<file path="src/rtl/spi_ram_arb_pkg.sv">
// Shared types and constants for the SPI/host RAM arbiter.
// Latency: n/a (declarations only).
// Backpressure: n/a.
package spi_ram_arb_pkg;

    typedef enum logic [1:0] {
        IDLE    = 2'd0,
        ACCESS  = 2'd1,
        CAPTURE = 2'd2,
        RESP    = 2'd3
    } arb_state_t;

    localparam int DEF_ADDR_WIDTH = 5;
    localparam int DEF_DATA_WIDTH = 24;

    localparam int REQ_SPI  = 0;
    localparam int REQ_HOST = 1;

endpackage

</file>
<file path="src/rtl/spi_ram_arb_pick.sv">
// Two-way grant picker; round-robin when SPI_RAM_ARB_RR_EN is defined, else req0 priority.
// Latency: combinational.
// Backpressure: none; the grant is one-hot, or zero when nothing is valid.
module spi_ram_arb_pick (
    input  logic       valid0,
    input  logic       valid1,
    input  logic       last_grant,
    output logic [1:0] grant
);

`ifdef SPI_RAM_ARB_RR_EN
    // On contention the requester that did not win last time goes next.
    always_comb begin
        grant = 2'b00;
        if (valid0 && valid1) begin
            grant = last_grant ? 2'b01 : 2'b10;
        end else begin
            grant = {valid1, valid0};
        end
    end
`else
    logic unused_last_grant;
    assign unused_last_grant = last_grant;
    assign grant = {valid1 && !valid0, valid0};
`endif

endmodule

</file>
<file path="src/rtl/spi_ram_arbiter.sv">
// Single-port RAM arbiter between SPI engine (req0) and host (req1); SPI_RAM_ARB_RR_EN selects round-robin.
// Latency: write response at T+2, read response at T+3 after accept; one IDLE cycle between accesses.
// Backpressure: reqN_ready is high only in IDLE for the granted requester; losers hold valid.
module spi_ram_arbiter
    import spi_ram_arb_pkg::*;
#(
    parameter int ADDR_WIDTH = DEF_ADDR_WIDTH,
    parameter int DATA_WIDTH = DEF_DATA_WIDTH
) (
    input  logic                  clk,
    input  logic                  rstn,
    input  logic                  req0_valid,
    output logic                  req0_ready,
    input  logic                  req0_we,
    input  logic [ADDR_WIDTH-1:0] req0_addr,
    input  logic [DATA_WIDTH-1:0] req0_wdata,
    input  logic                  req1_valid,
    output logic                  req1_ready,
    input  logic                  req1_we,
    input  logic [ADDR_WIDTH-1:0] req1_addr,
    input  logic [DATA_WIDTH-1:0] req1_wdata,
    output logic                  rsp0_valid,
    output logic [DATA_WIDTH-1:0] rsp0_rdata,
    output logic                  rsp1_valid,
    output logic [DATA_WIDTH-1:0] rsp1_rdata,
    output logic                  ram_cs,
    output logic                  ram_we,
    output logic                  ram_oe,
    output logic [ADDR_WIDTH-1:0] ram_addr,
    output logic [DATA_WIDTH-1:0] ram_wdata,
    input  logic [DATA_WIDTH-1:0] ram_rdata,
    output logic                  busy
);

    arb_state_t            state, state_nxt;
    logic [1:0]            grant;
    logic                  last_grant;
    logic                  accept;
    logic                  sel_owner;
    logic                  sel_we;
    logic [ADDR_WIDTH-1:0] sel_addr;
    logic [DATA_WIDTH-1:0] sel_wdata;
    logic                  owner_q;
    logic                  we_q;
    logic                  cs_nxt, we_nxt, oe_nxt;
    logic [1:0]            rsp_vld_nxt;

    spi_ram_arb_pick u_pick (
        .valid0     (req0_valid),
        .valid1     (req1_valid),
        .last_grant (last_grant),
        .grant      (grant)
    );

`ifdef SPI_RAM_ARB_RR_EN
    // Reset value 1 lets req0 win the first contention.
    always_ff @(posedge clk or negedge rstn) begin
        if (!rstn) begin
            last_grant <= 1'b1;
        end else if (accept) begin
            last_grant <= sel_owner;
        end
    end
`else
    assign last_grant = 1'b1;
`endif

    assign req0_ready = rstn && (state == IDLE) && grant[REQ_SPI];
    assign req1_ready = rstn && (state == IDLE) && grant[REQ_HOST];
    assign accept     = rstn && (state == IDLE) && (grant != 2'b00);
    assign busy       = (state != IDLE);

    assign sel_owner = grant[REQ_HOST];
    assign sel_we    = sel_owner ? req1_we    : req0_we;
    assign sel_addr  = sel_owner ? req1_addr  : req0_addr;
    assign sel_wdata = sel_owner ? req1_wdata : req0_wdata;

    always_ff @(posedge clk or negedge rstn) begin
        if (!rstn) begin
            state <= IDLE;
        end else begin
            state <= state_nxt;
        end
    end

    always_comb begin
        state_nxt = state;
        case (state)
            IDLE:    if (accept) state_nxt = ACCESS;
            ACCESS:  state_nxt = we_q ? RESP : CAPTURE;
            CAPTURE: state_nxt = RESP;
            RESP:    state_nxt = IDLE;
            default: state_nxt = IDLE;
        endcase
    end

    // RAM controls are registered, so they are decoded from the state being entered.
    always_comb begin
        cs_nxt      = 1'b0;
        we_nxt      = 1'b0;
        oe_nxt      = 1'b0;
        rsp_vld_nxt = 2'b00;
        case (state_nxt)
            ACCESS: begin
                cs_nxt = 1'b1;
                we_nxt = sel_we;
                oe_nxt = !sel_we;
            end
            CAPTURE: begin
                cs_nxt = 1'b1;
                oe_nxt = 1'b1;
            end
            RESP:    rsp_vld_nxt[owner_q] = 1'b1;
            default: ;
        endcase
    end

    always_ff @(posedge clk or negedge rstn) begin
        if (!rstn) begin
            ram_cs     <= 1'b0;
            ram_we     <= 1'b0;
            ram_oe     <= 1'b0;
            ram_addr   <= '0;
            ram_wdata  <= '0;
            owner_q    <= 1'b0;
            we_q       <= 1'b0;
            rsp0_valid <= 1'b0;
            rsp1_valid <= 1'b0;
            rsp0_rdata <= '0;
            rsp1_rdata <= '0;
        end else begin
            ram_cs     <= cs_nxt;
            ram_we     <= we_nxt;
            ram_oe     <= oe_nxt;
            rsp0_valid <= rsp_vld_nxt[0];
            rsp1_valid <= rsp_vld_nxt[1];
            if (accept) begin
                owner_q   <= sel_owner;
                we_q      <= sel_we;
                ram_addr  <= sel_addr;
                ram_wdata <= sel_wdata;
            end
            if (state == CAPTURE) begin
                if (owner_q) begin
                    rsp1_rdata <= ram_rdata;
                end else begin
                    rsp0_rdata <= ram_rdata;
                end
            end
        end
    end

endmodule

</file>
<file path="config.mk">
export PLATFORM = sky130hd
export DESIGN_NAME = spi_ram_arbiter
export DESIGN_NICKNAME = d
export VERILOG_FILES = /design/src/rtl/spi_ram_arb_pkg.sv /design/src/rtl/spi_ram_arb_pick.sv /design/src/rtl/spi_ram_arbiter.sv
export SDC_FILE = /design/constraint.sdc
export NUM_CORES = 1
export LEC_CHECK = 0
export ABC_AREA = 1
export CAP_MARGIN = 40
export CORE_MARGIN = 5
export CORE_UTILIZATION = 46
export CTS_BUF_LIST = sky130_fd_sc_hd__clkbuf_2
export DETAILED_ROUTE_END_ITERATION = 7
export MAX_ROUTING_LAYER = met4
export PLACE_DENSITY = 0.84
export SETUP_SLACK_MARGIN = 0.3
export SKIP_LAST_GASP = 1
export SLEW_MARGIN = 20
export SYNTH_ARGS = -nofsm -noshare
export SYNTH_HDL_FRONTEND = slang
export SYNTH_HIERARCHICAL = 1
export SYNTH_SLANG_ARGS = --single-unit
</file>
<file path="constraint.sdc">
create_clock -name clk -period 3.1 [get_ports clk]
set_clock_uncertainty 0.1 [all_clocks]
set_input_delay 0.62 -clock clk [delete_from_list [all_inputs] [get_ports clk]]
set_output_delay 0.62 -clock clk [all_outputs]
set_load 0.005 [all_outputs]
</file>
==> flow_summary.yaml, run 1 <==
run_status:
  outcome: "finished, final reports clean"
pwr:
  p_int_mw: 3.313
  peakVddDrop_mv: 0.3625
  p_sw_mw: 1.645
  switching_share: 0.3318
  power.leakage_nw: 2.889
  pwr-share-comb: 0.460
  sequentialPowerShare: 0.395
  p_total_mw: 4.958
  power.density_mw_per_mm2: 870.0
  p_clk_frac: 0.146
timing:
  fin_crit_sh: 0.8630
  fin_crit_ns: 2.675
  rsz0062_at_grt: "no"
  drv_slew: 0
  fmax_mhz: 373.8
  worst_slew_pin_slew_ns: 0.4921
  hold_violations: 0
  setup_violations: 0
  finalWorstSetupSlack_ns: 0.4248
  maxSlewHeadroom: 0.6719
  tns_ns: 0
logic_synthesis:
  avgSynthCellArea_um2: 8.198
  syn_nets: 546
  synth_warnings: 6
  synthCells: 451
  synth_area_mm2: 0.003697
critical_path:
  worstPathRequired_ns: 2.38
  critPathLaunchType: "flip-flop"
  worstSetupEndpointType: "primary output"
  cpPeakStageDelay_ns: 0.51
  crit_path_cell_trace: "inv_1, ha_2, nand2_4, nor2_4, clkdlybuf4s50_1"
  criticalPathCategory: "reg2out"
  cp_data_arrival_time_ns: 1.96
  crit_family: "buffers and inverters"
  cp_max_fo: 4
  slowest_stage: "clkdlybuf4s50_1"
  crit_buf_inv: 2
die:
  initial_core_util: 0.4760
  rows: 32
  fp.dieW_um: 99.65
  ioPinCount: 173
  dieArea_mm2: 0.009930
  die_y_um: 99.65
  core-area_mm2: 0.007767
cts:
  clock_tree.htree_level_count: 3
  holdBufCountCts: 0
  cts_buffer_depth: 2
  cts-root-buf: "clkbuf_2"
  clk_pin_slew_ns: 0.24
  cts_sinks: 86
  numCtsBuffers: 9
  insertion_delay_ns: 0.49
  cts_tree: "built"
drt:
  vias_per_cell: 4.765
  drtIter0Drc: 142
  first_pass_iters: 4
  vias: 3474
  ant_nets: 0
  wire_per_inst_um: 14.01
  wirelength_um: 10210
  drc_errors: 0
placement:
  finalWeightedCongestion: 0.8455
  dp_slack_ns: 0.3337
  hpwlAfterDp_um: 7759
  dpl-instance-area_mm2: 0.005497
  io_buffers: 172
global_routing:
  grt.overflow.total: 0
  met3_usage: 0.04769
  grt_util_met2: 0.3311
  grt_util_met1: 0.2826
  grt_first_pass_wirelength_um: 16660
  antenna_found_initial: 0
  grtUsageTotal: 0.2170
  grt_max_degree: 49
  grt_pass1_vias: 3574
  top_usage_layer: "met2"
cells_and_area:
  fin_util: 0.7337
  design_area_mm2: 0.005699
  area_growth_pct: 54.15
  fin_nets: 717
  layout-drive-gt1-share: 0.05582
  n_antenna_cell: 0
job:
  drv_cap: 0
worst_hold_path:
  worst_hold_path_type: "in2async"
==> power groups by stage <==
stage	Sequential (mW)	Clock (mW)	Combinational (mW)
floorplan	1.98	0	0.829
global placement	1.96	0	2.18
detailed placement	1.98	0	2.27
CTS	1.96	0.736	2.28
global route	2.02	0.774	2.54
finish	1.96	0.723	2.28
==> worst register-to-register path, delay by kind of cell (launching register included) <==
family	cells	cell delay, ns
flip-flops	1	0.43
AND/OR/NAND/NOR	4	0.33
adder cells (fa/ha/maj)	2	0.50
AO/OA/AOI/OAI	1	0.13
buffers and inverters	5	0.42
==> stage by stage <==
stage / hold slack, ns / std cells
after global routing: 0.06190 / 729
after floorplan: 0.2244 / 451
final: 0.04437 / 729
after CTS: 0.008573 / 727
after detailed placement: 0.3647 / 710
after global placement: 0.3606 / 709
==> flip-flops by register name (all words and copies together), names as in the netlist, 2 cells and up <==
| name | count |
|---|---|
| ram_addr | 5 |
| ram_wdata | 24 |
| rsp0_rdata | 24 |
| state | 2 |
| rsp1_rdata | 24 |
==> metal layers <==
metal  part of all wire  wire length, um
met1               0.43             4399
met2               0.46             4677
met3              0.091              929
met4              0.020              207
met5                  0                0
==> repair_timing <==
item,CTS,global route
setup buffers,1,2
gates resized for setup,3,4
pin swaps,1,0
endpoints found under the setup margin,2,2
==> cell type report <==
type                            instances  area (um^2)
Timing Repair Buffer                  183         1822
Multi-Input combinational cell        302         1287
Clock buffer                           10        50.05
Clock inverter                          6        110.1
Tap cell                              102        127.6
Inverter                               40        150.1
Fill cell                             574         2068
Sequential cell                        86         2152
==> final timing paths <==
kind,startpoint,to,slack [ns],depth (start not counted)
setup / recovery,state[1],req0_ready,0.42,5
hold / removal,rstn,rsp0_rdata[8],0.04,2
setup reg to reg,state[0],ram_oe,1.14,12
hold reg to reg,owner_q,rsp0_valid,0.40,1
max in group asynchronous,rstn,rsp0_rdata[1],2.25,3
min in group clk,rstn,owner_q,0.34,3
==> cells in the final DEF, fill, tap and decap left out <==
master           instances
dfrtp_1                 86
nand2_4                  1
clkdlybuf4s50_1        171
o21ai_0                 48
ha_2                     1
a21boi_0                 1
a21oi_1                  2
nor2_4                   1
inv_2                    3
clkinvlp_4               1
clkinv_4                 1
buf_4                   11
bufinv_16                3
nor2_1                   2
nand2_1                236
ha_1                     6
clkinv_1                 1
nor2_2                   2
inv_1                   37
clkbuf_2                10
buf_16                   1
nand3_1                  1
o22ai_1                  1
No activity file was read; power rests on OpenSTA's default activity.
==> inputs of run 2 (changes only) <==
Settings changed: SLEW_MARGIN 20 to default.
==> results of run 2 <==
Same layout as run 1: the final DEF is identical, and so are final timing and power.
